### config.mk
export PLATFORM = sky130hd
export DESIGN_NAME = sdcard_arbiter
export DESIGN_NICKNAME = d
export VERILOG_FILES = /design/src/rtl/sdarb_pkg.sv /design/src/rtl/sdarb_rr_pick.sv /design/src/rtl/sdcard_arbiter.sv
export SDC_FILE = /design/constraint.sdc
export NUM_CORES = 1
export LEC_CHECK = 0
export ABC_CLOCK_PERIOD_IN_PS = 1900
export BUFFER_PORTS_ARGS = -buffer_cell sky130_fd_sc_hd__buf_2
export CAP_MARGIN = 15
export CELL_PAD_IN_SITES_DETAIL_PLACEMENT = 0
export CELL_PAD_IN_SITES_GLOBAL_PLACEMENT = 2
export CORE_ASPECT_RATIO = 0.9
export CORE_MARGIN = 4
export CORE_UTILIZATION = 28
export DETAILED_ROUTE_END_ITERATION = 10
export PLACE_DENSITY = 0.81
export SYNTH_ARGS = -nofsm -noshare
export SYNTH_HDL_FRONTEND = slang
export SYNTH_SLANG_ARGS = --single-unit
### constraint.sdc
create_clock -name clk_p -period 1.9 [get_ports clk_p]
set_clock_uncertainty 0.05 [all_clocks]
set_input_delay 0.095 -clock clk_p [delete_from_list [all_inputs] [get_ports clk_p]]
set_output_delay 0.095 -clock clk_p [all_outputs]
set_load 0.05 [all_outputs]
### src/rtl/sdarb_pkg.sv
// Shared types and constants for the SD card port arbiter.
package sdarb_pkg;
  typedef enum logic [1:0] {
    S_IDLE  = 2'd0,
    S_GRANT = 2'd1,
    S_GUARD = 2'd2
  } state_t;

  localparam logic IDLE_CS   = 1'b1;
  localparam logic IDLE_MOSI = 1'b1;
  localparam logic IDLE_SCLK = 1'b0;
  localparam int   OWN_W     = 3;
endpackage

### src/rtl/sdarb_rr_pick.sv
// Combinational round-robin picker: first unmasked request after last_owner,
// wrapping modulo N, so indices >= N are never produced.
module sdarb_rr_pick #(
  parameter int N  = 4,
  parameter int IW = 2
) (
  input  logic [N-1:0]  req,
  input  logic [N-1:0]  mask,
  input  logic [IW-1:0] last_owner,
  output logic          found,
  output logic [IW-1:0] index
);
  logic [N-1:0] cand;
  int           j;

  assign cand = req & ~mask;

  always_comb begin
    found = 1'b0;
    index = '0;
    j     = 0;
    for (int i = 0; i < N; i++) begin
      j = int'(last_owner) + 1 + i;
      if (j >= N) j = j - N;
      if (!found && cand[j]) begin
        found = 1'b1;
        index = IW'(j);
      end
    end
  end
endmodule

### src/rtl/sdcard_arbiter.sv
// Round-robin owner of the shared SD card SPI port with a post-release guard.
// Optional forced release of long grants under SDARB_TIMEOUT_EN.
module sdcard_arbiter
  import sdarb_pkg::*;
#(
  parameter int NREQ  = 4,
  parameter int GUARD = 8
`ifdef SDARB_TIMEOUT_EN
  , parameter logic [23:0] TIMEOUT = 24'd12000000
`endif
) (
  input  logic             clk_p,
  input  logic             sys_init_n,
  input  logic [NREQ-1:0]  sdreq,
  output logic [NREQ-1:0]  sdack,
  input  logic [NREQ-1:0]  req_cs,
  input  logic [NREQ-1:0]  req_mosi,
  input  logic [NREQ-1:0]  req_sclk,
  output logic [NREQ-1:0]  req_miso,
  output logic             sdcard_cs,
  output logic             sdcard_mosi,
  output logic             sdcard_sclk,
  input  logic             sdcard_miso,
  output logic [OWN_W-1:0] owner,
  output logic             busy,
  output logic             timeout
);
  localparam int IW = $clog2(NREQ);
  localparam int GW = (GUARD > 1) ? $clog2(GUARD) : 1;

  state_t          state_q, state_d;
  logic [IW-1:0]   own_q, own_d, last_q, last_d;
  logic [NREQ-1:0] ack_q, ack_d;
  logic            busy_q, busy_d;
  logic [GW-1:0]   gcnt_q, gcnt_d;
  logic [NREQ-1:0] mask;
  logic            force_rel;
  logic            pick_found;
  logic [IW-1:0]   pick_idx;
  logic            granted;

  sdarb_rr_pick #(.N(NREQ), .IW(IW)) u_pick (
    .req        (sdreq),
    .mask       (mask),
    .last_owner (last_q),
    .found      (pick_found),
    .index      (pick_idx)
  );

`ifdef SDARB_TIMEOUT_EN
  logic [23:0]     tcnt_q, tcnt_d;
  logic [NREQ-1:0] mask_q, mask_d;
  logic            tmo_q, tmo_d;

  assign force_rel = (state_q == S_GRANT) && (tcnt_q == TIMEOUT - 24'd1);

  // A timed-out requester stays masked until it is seen with sdreq low.
  always_comb begin
    tcnt_d = (state_q == S_GRANT) ? tcnt_q + 24'd1 : '0;
    mask_d = mask_q & sdreq;
    tmo_d  = force_rel;
    if (force_rel) mask_d[own_q] = sdreq[own_q];
  end

  always_ff @(posedge clk_p or negedge sys_init_n) begin
    if (!sys_init_n) begin
      tcnt_q <= '0;
      mask_q <= '0;
      tmo_q  <= 1'b0;
    end else begin
      tcnt_q <= tcnt_d;
      mask_q <= mask_d;
      tmo_q  <= tmo_d;
    end
  end

  assign mask    = mask_q;
  assign timeout = tmo_q;
`else
  assign force_rel = 1'b0;
  assign mask      = '0;
  assign timeout   = 1'b0;
`endif

  always_comb begin
    state_d = state_q;
    own_d   = own_q;
    last_d  = last_q;
    ack_d   = ack_q;
    busy_d  = busy_q;
    gcnt_d  = gcnt_q;
    case (state_q)
      S_IDLE: if (pick_found) begin
        own_d           = pick_idx;
        ack_d           = '0;
        ack_d[pick_idx] = 1'b1;
        busy_d          = 1'b1;
        state_d         = S_GRANT;
      end
      S_GRANT: if (!sdreq[own_q] || force_rel) begin
        ack_d   = '0;
        busy_d  = 1'b0;
        last_d  = own_q;
        gcnt_d  = GW'(GUARD - 1);
        state_d = S_GUARD;
      end
      S_GUARD: begin
        if (gcnt_q == '0) state_d = S_IDLE;
        else              gcnt_d  = gcnt_q - 1'b1;
      end
      default: state_d = S_IDLE;
    endcase
  end

  always_ff @(posedge clk_p or negedge sys_init_n) begin
    if (!sys_init_n) begin
      state_q <= S_IDLE;
      own_q   <= '0;
      last_q  <= '0;
      ack_q   <= '0;
      busy_q  <= 1'b0;
      gcnt_q  <= '0;
    end else begin
      state_q <= state_d;
      own_q   <= own_d;
      last_q  <= last_d;
      ack_q   <= ack_d;
      busy_q  <= busy_d;
      gcnt_q  <= gcnt_d;
    end
  end

  // Pins are muxed straight from the owner register so SPI timing is untouched.
  assign granted = (state_q == S_GRANT);

  always_comb begin
    req_miso    = '1;
    sdcard_cs   = IDLE_CS;
    sdcard_mosi = IDLE_MOSI;
    sdcard_sclk = IDLE_SCLK;
    if (granted) begin
      req_miso[own_q] = sdcard_miso;
      sdcard_cs       = req_cs[own_q];
      sdcard_mosi     = req_mosi[own_q];
      sdcard_sclk     = req_sclk[own_q];
    end
  end

  assign sdack = ack_q;
  assign busy  = busy_q;
  assign owner = OWN_W'(own_q);
endmodule

=== Word level (Yosys, flattened, before mapping) ===
Index checks and enable logic that the tools add are counted.

* Bits in registers: 14
* Input port bits: 19
* Output and inout port bits: 16

* Add/subtract/negate cells: 9
* $lt $le $gt $ge: 12
* Equality and inequality tests: 6
* Multiplexer cells: 53
* Bitwise logic cells: 3
* Reduce and logical (&&, ||, !) cells: 17

{| class="wikitable"
|+ Operator list
! kind !! count
|-
| >= comparator 32 x 4 -> 1 bit (second input constant) || 4
|-
| < comparator 32 x 4 -> 1 bit (second input constant) || 4
|-
| two-way mux 32 bit || 4
|-
| subtractor 32 x 4 -> 32 bit (second input constant) || 4
|-
| adder 32 x 3 -> 32 bit (second input constant) || 2
|-
| adder 32 x 2 -> 32 bit (second input constant) || 1
|-
| two-way mux 1 bit || 23
|-
| binary-select mux 1 bit (select 2 bit) || 8
|-
| two-way mux 2 bit || 7
|-
| two-way mux 4 bit || 3
|-
| AND reduction 3 bit || 3
|-
| != test 2 bit (second input constant) || 4
|-
| one-hot mux 4 bit (2 select lines) || 1
|-
| < comparator 2 x 3 -> 1 bit (second input constant) || 2
|-
| two-way mux 3 bit || 2
|-
| one-hot mux 2 bit (3 select lines) || 1
|-
| one-hot mux 3 bit (2 select lines) || 1
|-
| logical AND 1 bit || 5
|-
| demux 1 bit (select 2 bit) || 2
|-
| >= comparator 2 x 1 -> 1 bit (second input constant) || 2
|-
| NOT 4 bit || 1
|-
| bitwise OR 4 bit || 1
|-
| AND reduction 2 bit || 2
|-
| nonzero test 2 bit || 2
|-
| 9 further kinds || 11
|}

=== Longest topological paths before layout ===
Gate-level depths: netlist (run 1).

* Depth in word-level cells: 22
* Depth in mapped cells: 7
* Gate-level depth less buffers: 7

=== Cells and area by module ===
A second synthesis (run 1) with hierarchy kept.

* Cell total of the unflattened synthesis: 97
* Area, all modules: 977.2 µm²

{| class="wikitable"
|+ By module, submodules not included
! module !! times used !! cells each !! area an instance (µm²)
|-
| sdcard_arbiter || 1 || 80 || 845.8
|-
| sdarb_rr_pick || 1 || 17 || 131.4
|}

=== Worst setup path after synthesis (run 1) ===
Ideal clock, no wire load.

* Path kind: register to register
* Start: register own_q[0]
* End: register last_q[0]
* Data arrival time: 1.873 ns
* Path slack: -0.148 ns
* Cell stages (with the launch flop): 6
* Period minus slack after synthesis: 2.048 ns
* Cell sequence: dfrtp_1 -> buf_6 -> mux4_2 -> nor2_4 -> nand2_4 -> mux2_4

* Longest elaborated chain between the ends: 4

{| class="wikitable"
|+ Ends and longest elaborated chain
! item !! RTL line !! RTL
|-
| start, declared || sdcard_arbiter.sv:32 || <nowiki>logic [IW-1:0] own_q, own_d, last_q, last_d;</nowiki>
|-
| start signal, assigned || sdcard_arbiter.sv:125 || <nowiki>own_q <= own_d;</nowiki>
|-
| binary-select mux 1 bit (select 2 bit) || sdcard_arbiter.sv:100 || <nowiki>S_GRANT: if (!sdreq[own_q] || force_rel) begin</nowiki>
|-
| two-way mux 1 bit (implied by the code) || sdcard_arbiter.sv:100 ||
|-
| NOT 1 bit (no source line) || n/a ||
|-
| AND reduction 2 bit (no source line) || n/a ||
|-
| end signal, assigned || sdcard_arbiter.sv:126 || <nowiki>last_q <= last_d;</nowiki>
|-
| end, declared || sdcard_arbiter.sv:32 ||
|}

Several ways; a longest one is shown, not always the timed one. The select of a mux whose other input is x is not followed.
A chain may end at the register's enable or synchronous reset.

=== Final worst setup path (run 1) ===
* Start: register own_q[0]
* End: output port sdcard_sclk

* Longest elaborated chain between the ends: 3

{| class="wikitable"
|+ Ends and longest elaborated chain
! item !! RTL line !! RTL
|-
| binary-select mux 1 bit (select 2 bit) || sdcard_arbiter.sv:145 || <nowiki>sdcard_sclk = req_sclk[own_q];</nowiki>
|-
| two-way mux 1 bit (implied by the code) || sdcard_arbiter.sv:145 ||
|-
| two-way mux 1 bit || sdcard_arbiter.sv:141 || <nowiki>if (granted) begin</nowiki>
|-
| end, declared || sdcard_arbiter.sv:22 || <nowiki>output logic sdcard_sclk,</nowiki>
|}

No other way between the ends. The select of a mux whose other input is x is not followed.

==> results.tsv, run 1 <==
stage	metric	value	unit
pwr	Comb power frac	0.620	
finish	Reg area	353	sq um
global_route	vias in the first global route	635	
synthesis	#FFs+latches synth	14	
synthesis	fraction of registers with async set/reset	1.00	
finish	Area growth syn-to-layout	29.4	%
sta	TNS Setup	0	ns
clock_tree	CTS root buffer	clkbuf_4	
global_route	global-route wire length before repair	2950	microns
die	I/O pin cnt	35	
clock_tree	Clk pin slew, worst setup/hold paths	0.09	ns
routing	Antenna Violating Nets Remaining	0	
routing	first-pass iteration count of the detailed router	4	
pwr	Worst IR Drop VDD	752	uV
routing	Via density	4.72	
clock_tree	clock insertion delay at the later pin of the skew report	0.28	ns
die	Die Wd	67.7	microns
synthesis	Post-synth EDFFs	0	
global_route	largest net degree at the start of global routing	15	
finish	Final #Nets	142	
pwr	leakage dissipation	0.579	nW
place	# port buffers	32	
sta	fin crit period	1.82	ns
sta	Final Slew Violations	0	
routing	Via Count	765	
place	HPWL Detailed	1550	microns
synthesis	Post-Syn Area	898	sq um
pwr	Total Power	2.05	mW
worst_setup_path	CP max FO	10	
finish	share of cells above drive strength 1	0.433	
sta	Period Utilization, post-route	0.960	
place	routability cong.	0.732	
routing	DRC Markers	0	
worst_setup_path	CP Launch Type	flop	
die	Die Span Y	61.7	microns
pwr	Flop pwr share	0.276	
pwr	Psw	0.998	mW
global_route	GRT Total Usage	0.0966	
job	max-cap viol count	0	
clock_tree	Clock Tree Buf Depth	2	
die	initial core utilization	0.293	
die	core area	3070	sq um
clock_tree	Post-CTS Setup Bufs	0	
worst_setup_path	Crit Path Class	flop to primary output	
clock_tree	Num CTS Buffers	3	
finish	non-filler cells, final	162	
synthesis	post-synthesis cell type count	33	
synthesis	syn avg cell area	10.6	sq um
pwr	internal power	1.05	mW
sta	final setup fails	0	
finish	footprint of the multi-input gates	502	sq um
die	die area	4180	sq um
routing	drt first-iter violations	49	
sta	RSZ-0062 raised after global routing	false	
pwr	pwr dens	1760	nW/um^2
die	# rows	19	
synthesis	sequential share of the synthesized area	0.390	
routing	wire per inst	12.0	microns
synthesis	top_reg_cell synth	dfrtp_1	
finish	Fillers	309	
synthesis	synth warn	0	
worst_setup_path	crit end category	primary output	
synthesis	Synth Instances	85	
hold_path	Hold Path Class	input pin to async pin	
outcome	status	finished clean	
clock_tree	# clock sinks	14	
routing	wirelength, routed	1950	microns
worst_setup_path	Crit path arrival time	1.68	ns
global_route	initial antenna violation count	0	
sta	final hold vios	0	
sta	f_max	548	MHz
finish	n_diodes	0	
pwr	Clk pwr share	0.104	
place	placed insts	157	
clock_tree	CTS tree	yes	
global_route	GR Overflow Total	0	
pwr	sw frac	0.487	
worst_setup_path	worst path required time	1.75	ns
clock_tree	H-tree Lvls	1	
state kept, by name, indices dropped and copies added (netlist names):
register,cells
gcnt_q,3
state_q,2
own_q,2
busy,1
last_q,2
sdack,4
Yosys cell counts (all sizes together), types with 2 or more instances:
library cell | n | area [sq um]
dfrtp | 14 | 350
nand2 | 9 | 41.3
nand2b | 7 | 43.8
nor2 | 6 | 30.0
o21ai | 6 | 30.0
a32o | 4 | 43.8
buf | 4 | 33.8
mux4 | 4 | 101
a21oi | 3 | 15.0
inv | 3 | 11.3
nor3 | 3 | 15.0
a21o | 2 | 15.0
clkbuf | 2 | 7.51
ha | 2 | 25.0
mux2 | 2 | 30.0
nor2b | 2 | 12.5
what timing repair did:
action / in CTS / in global routing
endpoints found under the setup margin: 0 / 4
hold buffers: 1 / 0
endpoints found under the hold margin: 14 / 0
resized for setup: 0 / 9
layout make-up:
type | count | area share
repair buffers | 36 | 0.179
multi-input cells | 63 | 0.432
clock buffers | 4 | 0.0312
flip-flops and latches | 14 | 0.304
inverters | 3 | 0.00969
well taps | 42 | 0.0452
worst max-delay path: stages, from the launching register on:
cell     delay (ns)
dfrtp_2        0.38
buf_6          0.14
mux4_1         0.53
and2_1         0.16
buf_4          0.18
metrics by stage:
step	instance area, sq um	util	setup slack (ns)	hold WS (ns)
floorplan	905	-	-0.00816	-0.251
global placement	1100	0.358	0.286	-0.0460
detailed placement	1100	0.358	0.281	-0.0446
CTS	1140	0.373	0.0132	0.180
global route	1160	0.379	0.00386	0.217
finish	1160	0.379	0.0753	0.179
power groups by stage:
stage	Sequential [mW]	Clock, mW	Combinational, mW
2_1_floorplan	0.729	0	0.828
3_3_place_gp	0.566	0	1.24
3_5_place_dp	0.570	0	1.25
4_1_cts	0.563	0.219	1.25
5_1_grt	0.586	0.230	1.39
6_report	0.566	0.213	1.27
worst paths after layout:
check                           start          end  slack [ns]  depth (start not counted)
max                          own_q[0]  sdcard_sclk        0.08                          4
max reg2reg                  own_q[0]    last_q[1]        0.24                          4
min in group clk_p           sdreq[0]     own_q[0]        0.22                          3
min                        sys_init_n    last_q[0]        0.18                          2
max in group asynchronous  sys_init_n     own_q[0]        1.37                          2
min reg2reg                      busy         busy        0.44                          1
cells in the final DEF (no fill, tap or decap), types with 2 or more instances in the layout:
master	synthesis	final
nor2_1	5	5
o21ai_0	6	6
buf_6	1	2
buf_2	0	29
ha_1	2	2
conb_1	1	2
mux4_1	3	3
dfrtp_1	14	12
clkbuf_4	0	3
buf_4	3	4
dfrtp_2	0	2
a21oi_1	3	3
nand2b_1	7	7
a21o_1	2	2
inv_1	3	3
a32o_2	3	3
nand2_1	8	8
nor3_1	3	3
mux2_4	2	2
routing by layer:
| layer | global-route usage | routed length (microns) | vias to the layer above |
|---|---|---|---|
| li1 | - | - | 373 |
| met1 | 0.144 | 934 | 370 |
| met2 | 0.129 | 892 | 17 |
| met3 | 0.0144 | 74 | 5 |
| met4 | 0.0607 | 48 | 0 |
| met5 | 0 | 0 | - |
cells by family (layout without fill, tap and decap cells):
family | after synthesis | in the layout | synth area share
compound gates | 21 | 21 | 0.170
fa+ha+maj | 2 | 2 | 0.0279
flops | 14 | 14 | 0.390
other cells | 1 | 2 | 0.00417
mux | 7 | 7 | 0.157
buf+inv | 9 | 43 | 0.0585
simple gates | 31 | 31 | 0.192
Note: power is estimated with default switching activity, not from simulation.
==> run 2, diff against run 1 <==
--- a/config.mk
+++ b/config.mk
@@ -10,7 +10,6 @@
 export CAP_MARGIN = 15
 export CELL_PAD_IN_SITES_DETAIL_PLACEMENT = 0
 export CELL_PAD_IN_SITES_GLOBAL_PLACEMENT = 2
-export CORE_ASPECT_RATIO = 0.9
 export CORE_MARGIN = 4
 export CORE_UTILIZATION = 28
 export DETAILED_ROUTE_END_ITERATION = 10
==> results.tsv, run 2 (synthesis gave the netlist of run 1 again) <==
stage	metric	value	unit	change
worst_setup_path	Worst path max stage delay	0.55	ns	+0.02 ns
place	placed insts	159		+1.3%
clock_tree	Num CTS Buffers	3		unchanged
routing	wire per inst	12.4	microns	+3.1%
finish	most frequent cells in the layout	30 x buf_2, 12 x dfrtp_1, 8 x nand2_1		
global_route	global-route wire length before repair	3370	microns	+14%
die	initial core utilization	0.294		+0.00132
worst_setup_path	CP max FO	10		unchanged
die	die area	4180	sq um	about the same
hold_path	Hold Path Class	input pin to async pin		
sta	RSZ-0062 raised after global routing	false		
job	max-cap viol count	0		unchanged
clock_tree	CTS tree	yes		
place	HPWL Detailed	1590	microns	+2.7%
finish	share of cells above drive strength 1	0.425		-0.00833
sta	final hold vios	0		unchanged
worst_setup_path	Slowest cell on crit path	mux4_1		
sta	final setup fails	0		unchanged
sta	fin crit period	1.82	ns	-0.00414 ns
clock_tree	# clock sinks	14		unchanged
finish	non-filler cells, final	164		+1.2%
die	# rows	20		+1
worst_setup_path	CP Launch Type	flop		
clock_tree	H-tree Lvls	1		unchanged
finish	Final #Nets	143		+0.70%
routing	DRC Markers	0		unchanged
routing	Via density	4.56		-3.4%
pwr	leakage dissipation	0.573	nW	-1.1%
routing	Antenna Violating Nets Remaining	0		unchanged
finish	commonest non-fill, non-tap cell in the layout	buf_2		
sta	Period Utilization, post-route	0.958		-0.00218
clock_tree	CTS root buffer	clkbuf_4		
finish	Fillers	330		+6.8%
die	I/O pin cnt	35		unchanged
worst_setup_path	critical path's top delay family	multiplexers		
finish	number of flip-flops in the largest register	4		unchanged
worst_setup_path	Crit Path Class	flop to primary output		
clock_tree	Clk pin slew, worst setup/hold paths	0.08	ns	about the same
routing	Via Count	748		-2.2%
sta	Worst Slack Setup Final	0.0795	ns	+0.00414 ns
global_route	vias in the first global route	737		+16%
routing	drt first-iter violations	33		-33%
routing	first-pass iteration count of the detailed router	4		unchanged
sta	Final Slew Violations	0		unchanged
die	Die Span Y	64.6	microns	+4.7%
worst_setup_path	worst path required time	1.75	ns	about the same
finish	utilization after layout	0.377		-0.00239
clock_tree	Clock Tree Buf Depth	2		unchanged
sta	Fin Hold WS	0.195	ns	+0.0157 ns
place	# port buffers	32		unchanged
global_route	initial antenna violation count	0		unchanged
place	pre-CTS setup slack	0.272	ns	-0.00925 ns
worst_setup_path	crit end category	primary output		
sta	f_max	549	MHz	+0.23%
clock_tree	clock insertion delay at the later pin of the skew report	0.27	ns	about the same
die	core area	3050	sq um	-0.45%
pwr	Total Power	2.01	mW	-2.0%
place	routability cong.	0.703		-4.0%
worst_setup_path	Worst Path Buf+Inv	2		unchanged
die	Die Wd	64.6	microns	-4.5%
routing	wirelength, routed	2040	microns	+4.4%
global_route	GR Overflow Total	0		unchanged
finish	n_diodes	0		unchanged
global_route	GRT Total Usage	0.102		+0.00567
pwr	pwr dens	1750	nW/um^2	-0.95%
outcome	status	finished clean		
worst_setup_path	crit-path cells	buf_6, mux4_1, and2_1, buf_4		
worst_setup_path	Crit path arrival time	1.68	ns	about the same
finish	Area growth syn-to-layout	28.0	%	
global_route	largest net degree at the start of global routing	15		unchanged
pwr	Worst IR Drop VDD	818	uV	+8.8%
-- run 2: cell count changes in the layout (fill, tap and decap cells not counted) --
cell / change
buf_2: +1
buf_6: -1
clkbuf_8: -1
nor2b_1: +1
nor2b_2: -1
buf_4: +1
-- run 2: area by class of cell --
| cell class | count | area, sq um | area share |
|---|---|---|---|
| Timing Repair Buffer | 37 | 209 | 0.182 |
| Sequential cell | 14 | 353 | 0.307 |
| Multi-Input combinational cell | 63 | 499 | 0.434 |
| Inverter | 3 | 11.3 | 0.00979 |
| Tap cell | 44 | 55.1 | 0.0479 |
| Clock buffer | 3 | 22.5 | 0.0196 |
-- run 2: timing repair --
action,in CTS,in global routing
hold endpoints to repair,14,0
gates resized for setup,0,5
setup endpoints to repair,0,3
hold buffers,1,0
setup buffers,0,1
-- run 2: worst reg2reg max path, delay by kind of cell, from the launching register on --
family                 cells  cell delay (ns)
DFF                        1             0.37
and+or+nand+nor            2             0.27
muxes                      2             0.83
buffers and inverters      1             0.11
-- run 2: final timing paths --
kind	startpoint	endpoint	slack, ns	cells after the start
worst max-delay path	own_q[0]	sdcard_sclk	0.08	4
worst min-delay path	sys_init_n	state_q[1]	0.19	2
worst max register to register	own_q[0]	last_q[1]	0.17	5
worst min register to register	busy	busy	0.44	1
max in group asynchronous	sys_init_n	own_q[1]	1.34	2
min in group clk_p	sdreq[0]	own_q[0]	0.22	3
-- run 2: through the flow --
stage	setup TNS (ns)	instance area, sq um
after global placement	0	1100
after floorplan	-0.0163	905
after global routing	0	1150
after detailed placement	0	1100
final	0	1150
after CTS	0	1130
-- run 2: metal layers --
| layer | vias up | part of all wire | GRT usage |
|---|---|---|---|
| met5 | - | 0 | 0 |
| met4 | 0 | 0.013 | 0.0396 |
| met3 | 2 | 0.041 | 0.0295 |
| met2 | 14 | 0.46 | 0.151 |
| met1 | 358 | 0.49 | 0.141 |
| li1 | 374 | - | - |
-- run 2: report_power, final --
| part | internal (mW) | switching [mW] |
|---|---|---|
| logic | 0.498 | 0.786 |
| clock network | 0.0733 | 0.0862 |
| registers | 0.435 | 0.130 |
| total | 1.01 | 1.00 |
==> run 3, diff against run 2 <==
--- a/config.mk
+++ b/config.mk
@@ -11,9 +11,11 @@
 export CELL_PAD_IN_SITES_DETAIL_PLACEMENT = 0
 export CELL_PAD_IN_SITES_GLOBAL_PLACEMENT = 2
 export CORE_MARGIN = 4
-export CORE_UTILIZATION = 28
+export CORE_UTILIZATION = 29
+export CTS_BUF_LIST = sky130_fd_sc_hd__clkbuf_4 sky130_fd_sc_hd__clkbuf_8
 export DETAILED_ROUTE_END_ITERATION = 10
-export PLACE_DENSITY = 0.81
+export PLACE_DENSITY = 0.83
+export SLEW_MARGIN = 15
 export SYNTH_ARGS = -nofsm -noshare
 export SYNTH_HDL_FRONTEND = slang
 export SYNTH_SLANG_ARGS = --single-unit
==> results.tsv, run 3 (synthesis gave the netlist of run 1 again) <==
stage	metric	value	unit	change
clock_tree	Clock Tree Buf Depth	2		unchanged
pwr	internal power	1.05	mW	+4.0%
die	I/O pin cnt	35		unchanged
hold_path	Hold Path Class	input pin to async pin		
clock_tree	clock insertion delay at the later pin of the skew report	0.28	ns	about the same
clock_tree	Clk pin slew, worst setup/hold paths	0.09	ns	about the same
global_route	initial antenna violation count	0		unchanged
worst_setup_path	Crit Path Class	flop to primary output		
finish	share of cells above drive strength 1	0.438		+0.0130
die	core area	2850	sq um	-6.6%
die	initial core utilization	0.315		+0.0206
global_route	GR Overflow Total	0		unchanged
sta	final setup fails	0		unchanged
finish	n_diodes	0		unchanged
worst_setup_path	Critical Path Source	own_q[0]		
finish	number of flip-flops in the largest register	4		unchanged
routing	DRC Markers	0		unchanged
sta	f_max	549	MHz	-0.13%
outcome	status	finished clean		
routing	first-pass iteration count of the detailed router	4		unchanged
global_route	largest net degree at the start of global routing	15		unchanged
pwr	Worst IR Drop VDD	842	uV	+2.9%
sta	final hold vios	0		unchanged
place	# port buffers	32		unchanged
routing	Antenna Violating Nets Remaining	0		unchanged
place	routability cong.	0.700		-0.41%
job	max-cap viol count	0		unchanged
sta	Fin Hold WS	0.180	ns	-0.0151 ns
place	HPWL Detailed	1580	microns	-0.91%
worst_setup_path	Crit path arrival time	1.68	ns	about the same
finish	commonest non-fill, non-tap cell in the layout	buf_2		
pwr	Flop pwr share	0.277		-0.004
die	# rows	19		-5.0%
clock_tree	H-tree Lvls	1		unchanged
pwr	leakage dissipation	0.579	nW	+1.2%
die	Die Span Y	63.7	microns	-1.5%
clock_tree	# clock sinks	14		unchanged
die	die area	4050	sq um	-3.0%
worst_setup_path	CP Launch Type	flop		
routing	drt first-iter violations	28		-15%
finish	Area growth syn-to-layout	27.7	%	
pwr	Clk pwr share	0.102		+0.023
die	Die Wd	63.7	microns	-1.5%
worst_setup_path	CP max FO	10		unchanged
finish	most frequent cells in the layout	31 x buf_2, 12 x dfrtp_1, 8 x nand2_1		
sta	Period Utilization, post-route	0.959		+0.00122
pwr	sw frac	0.490		-0.00886
worst_setup_path	worst path required time	1.75	ns	about the same
clock_tree	CTS tree	yes		
sta	Final Slew Violations	0		unchanged
global_route	global-route wire length before repair	3410	microns	+1.2%
place	pre-CTS setup slack	0.279	ns	+0.00750 ns
pwr	pwr dens	1790	nW/um^2	+2.4%
global_route	vias in the first global route	729		-1.1%
finish	Design Area, Final	1150	sq um	-0.22%
sta	fin crit period	1.82	ns	+0.00232 ns
place	area post-placement	1080	sq um	-1.5%
worst_setup_path	crit end category	primary output		
sta	Worst Slack Setup Final	0.0771	ns	-0.00232 ns
routing	wirelength, routed	2010	microns	-1.5%
finish	non-filler cells, final	152		-7.3%
place	placed insts	146		-8.2%
finish	Final #Nets	143		unchanged
finish	Fillers	282		-15%
routing	wire per inst	13.2	microns	+6.3%
pwr	Psw	1.01	mW	+0.37%
routing	Via density	5.05		+11%
worst_setup_path	RR Startpoint	own_q[0]		
pwr	Comb power frac	0.621		-0.018
global_route	GRT Total Usage	0.106		+0.00383
clock_tree	Num CTS Buffers	3		unchanged
clock_tree	CTS root buffer	clkbuf_4		
routing	Via Count	768		+2.7%
run 3: critical path: stages, from the launching register on:
cell     delay, ns
dfrtp_2       0.37
buf_6         0.14
mux4_1        0.54
and2_1        0.17
buf_4         0.18
run 3: final timing paths:
kind	cells past startpoint	to	slack, ns
min in group clk_p	3	own_q[0]	0.23
min	2	last_q[0]	0.18
min reg2reg	1	busy	0.46
max reg2reg	5	last_q[1]	0.17
max	4	sdcard_sclk	0.08
max in group asynchronous	2	own_q[1]	1.37
run 3: layout make-up:
class	count	area (sq um)	area share
Multi-Input combinational cell	63	502	0.437
Sequential cell	14	353	0.308
Timing Repair Buffer	37	206	0.180
Tap cell	31	38.8	0.0338
Clock buffer	4	36.3	0.0316
Inverter	3	11.3	0.00981
run 3: through the flow:
| step | total power [mW] | utilization | TNS, ns |
|---|---|---|---|
| finish | 2.05 | 0.402 | 0 |
| global route | 2.20 | 0.402 | -0.00132 |
| CTS | 2.05 | 0.397 | 0 |
| detailed placement | 1.82 | 0.380 | 0 |
| global placement | 1.81 | 0.380 | 0 |
| floorplan | 1.56 | - | -0.0163 |
run 3: power by group through the flow:
stage / combinational, mW / clock (mW) / sequential [mW]
floorplan: 0.828 / 0 / 0.729
global placement: 1.24 / 0 / 0.567
detailed placement: 1.25 / 0 / 0.574
CTS: 1.26 / 0.216 / 0.567
global route: 1.38 / 0.231 / 0.589
finish: 1.27 / 0.210 / 0.567
run 3: repair_timing:
| action | CTS | global route |
|---|---|---|
| endpoints found under the setup margin | 1 | 4 |
| resized for setup | 1 | 2 |
| hold buffers | 1 | 0 |
| hold endpoints to repair | 14 | 0 |
| buffers inserted | 0 | 1 |
run 3: per-layer routing:
metal,global-route usage,part of all wire
met1,0.150,0.45
met2,0.154,0.49
met3,0.0160,0.039
met4,0.0566,0.013
met5,0,0
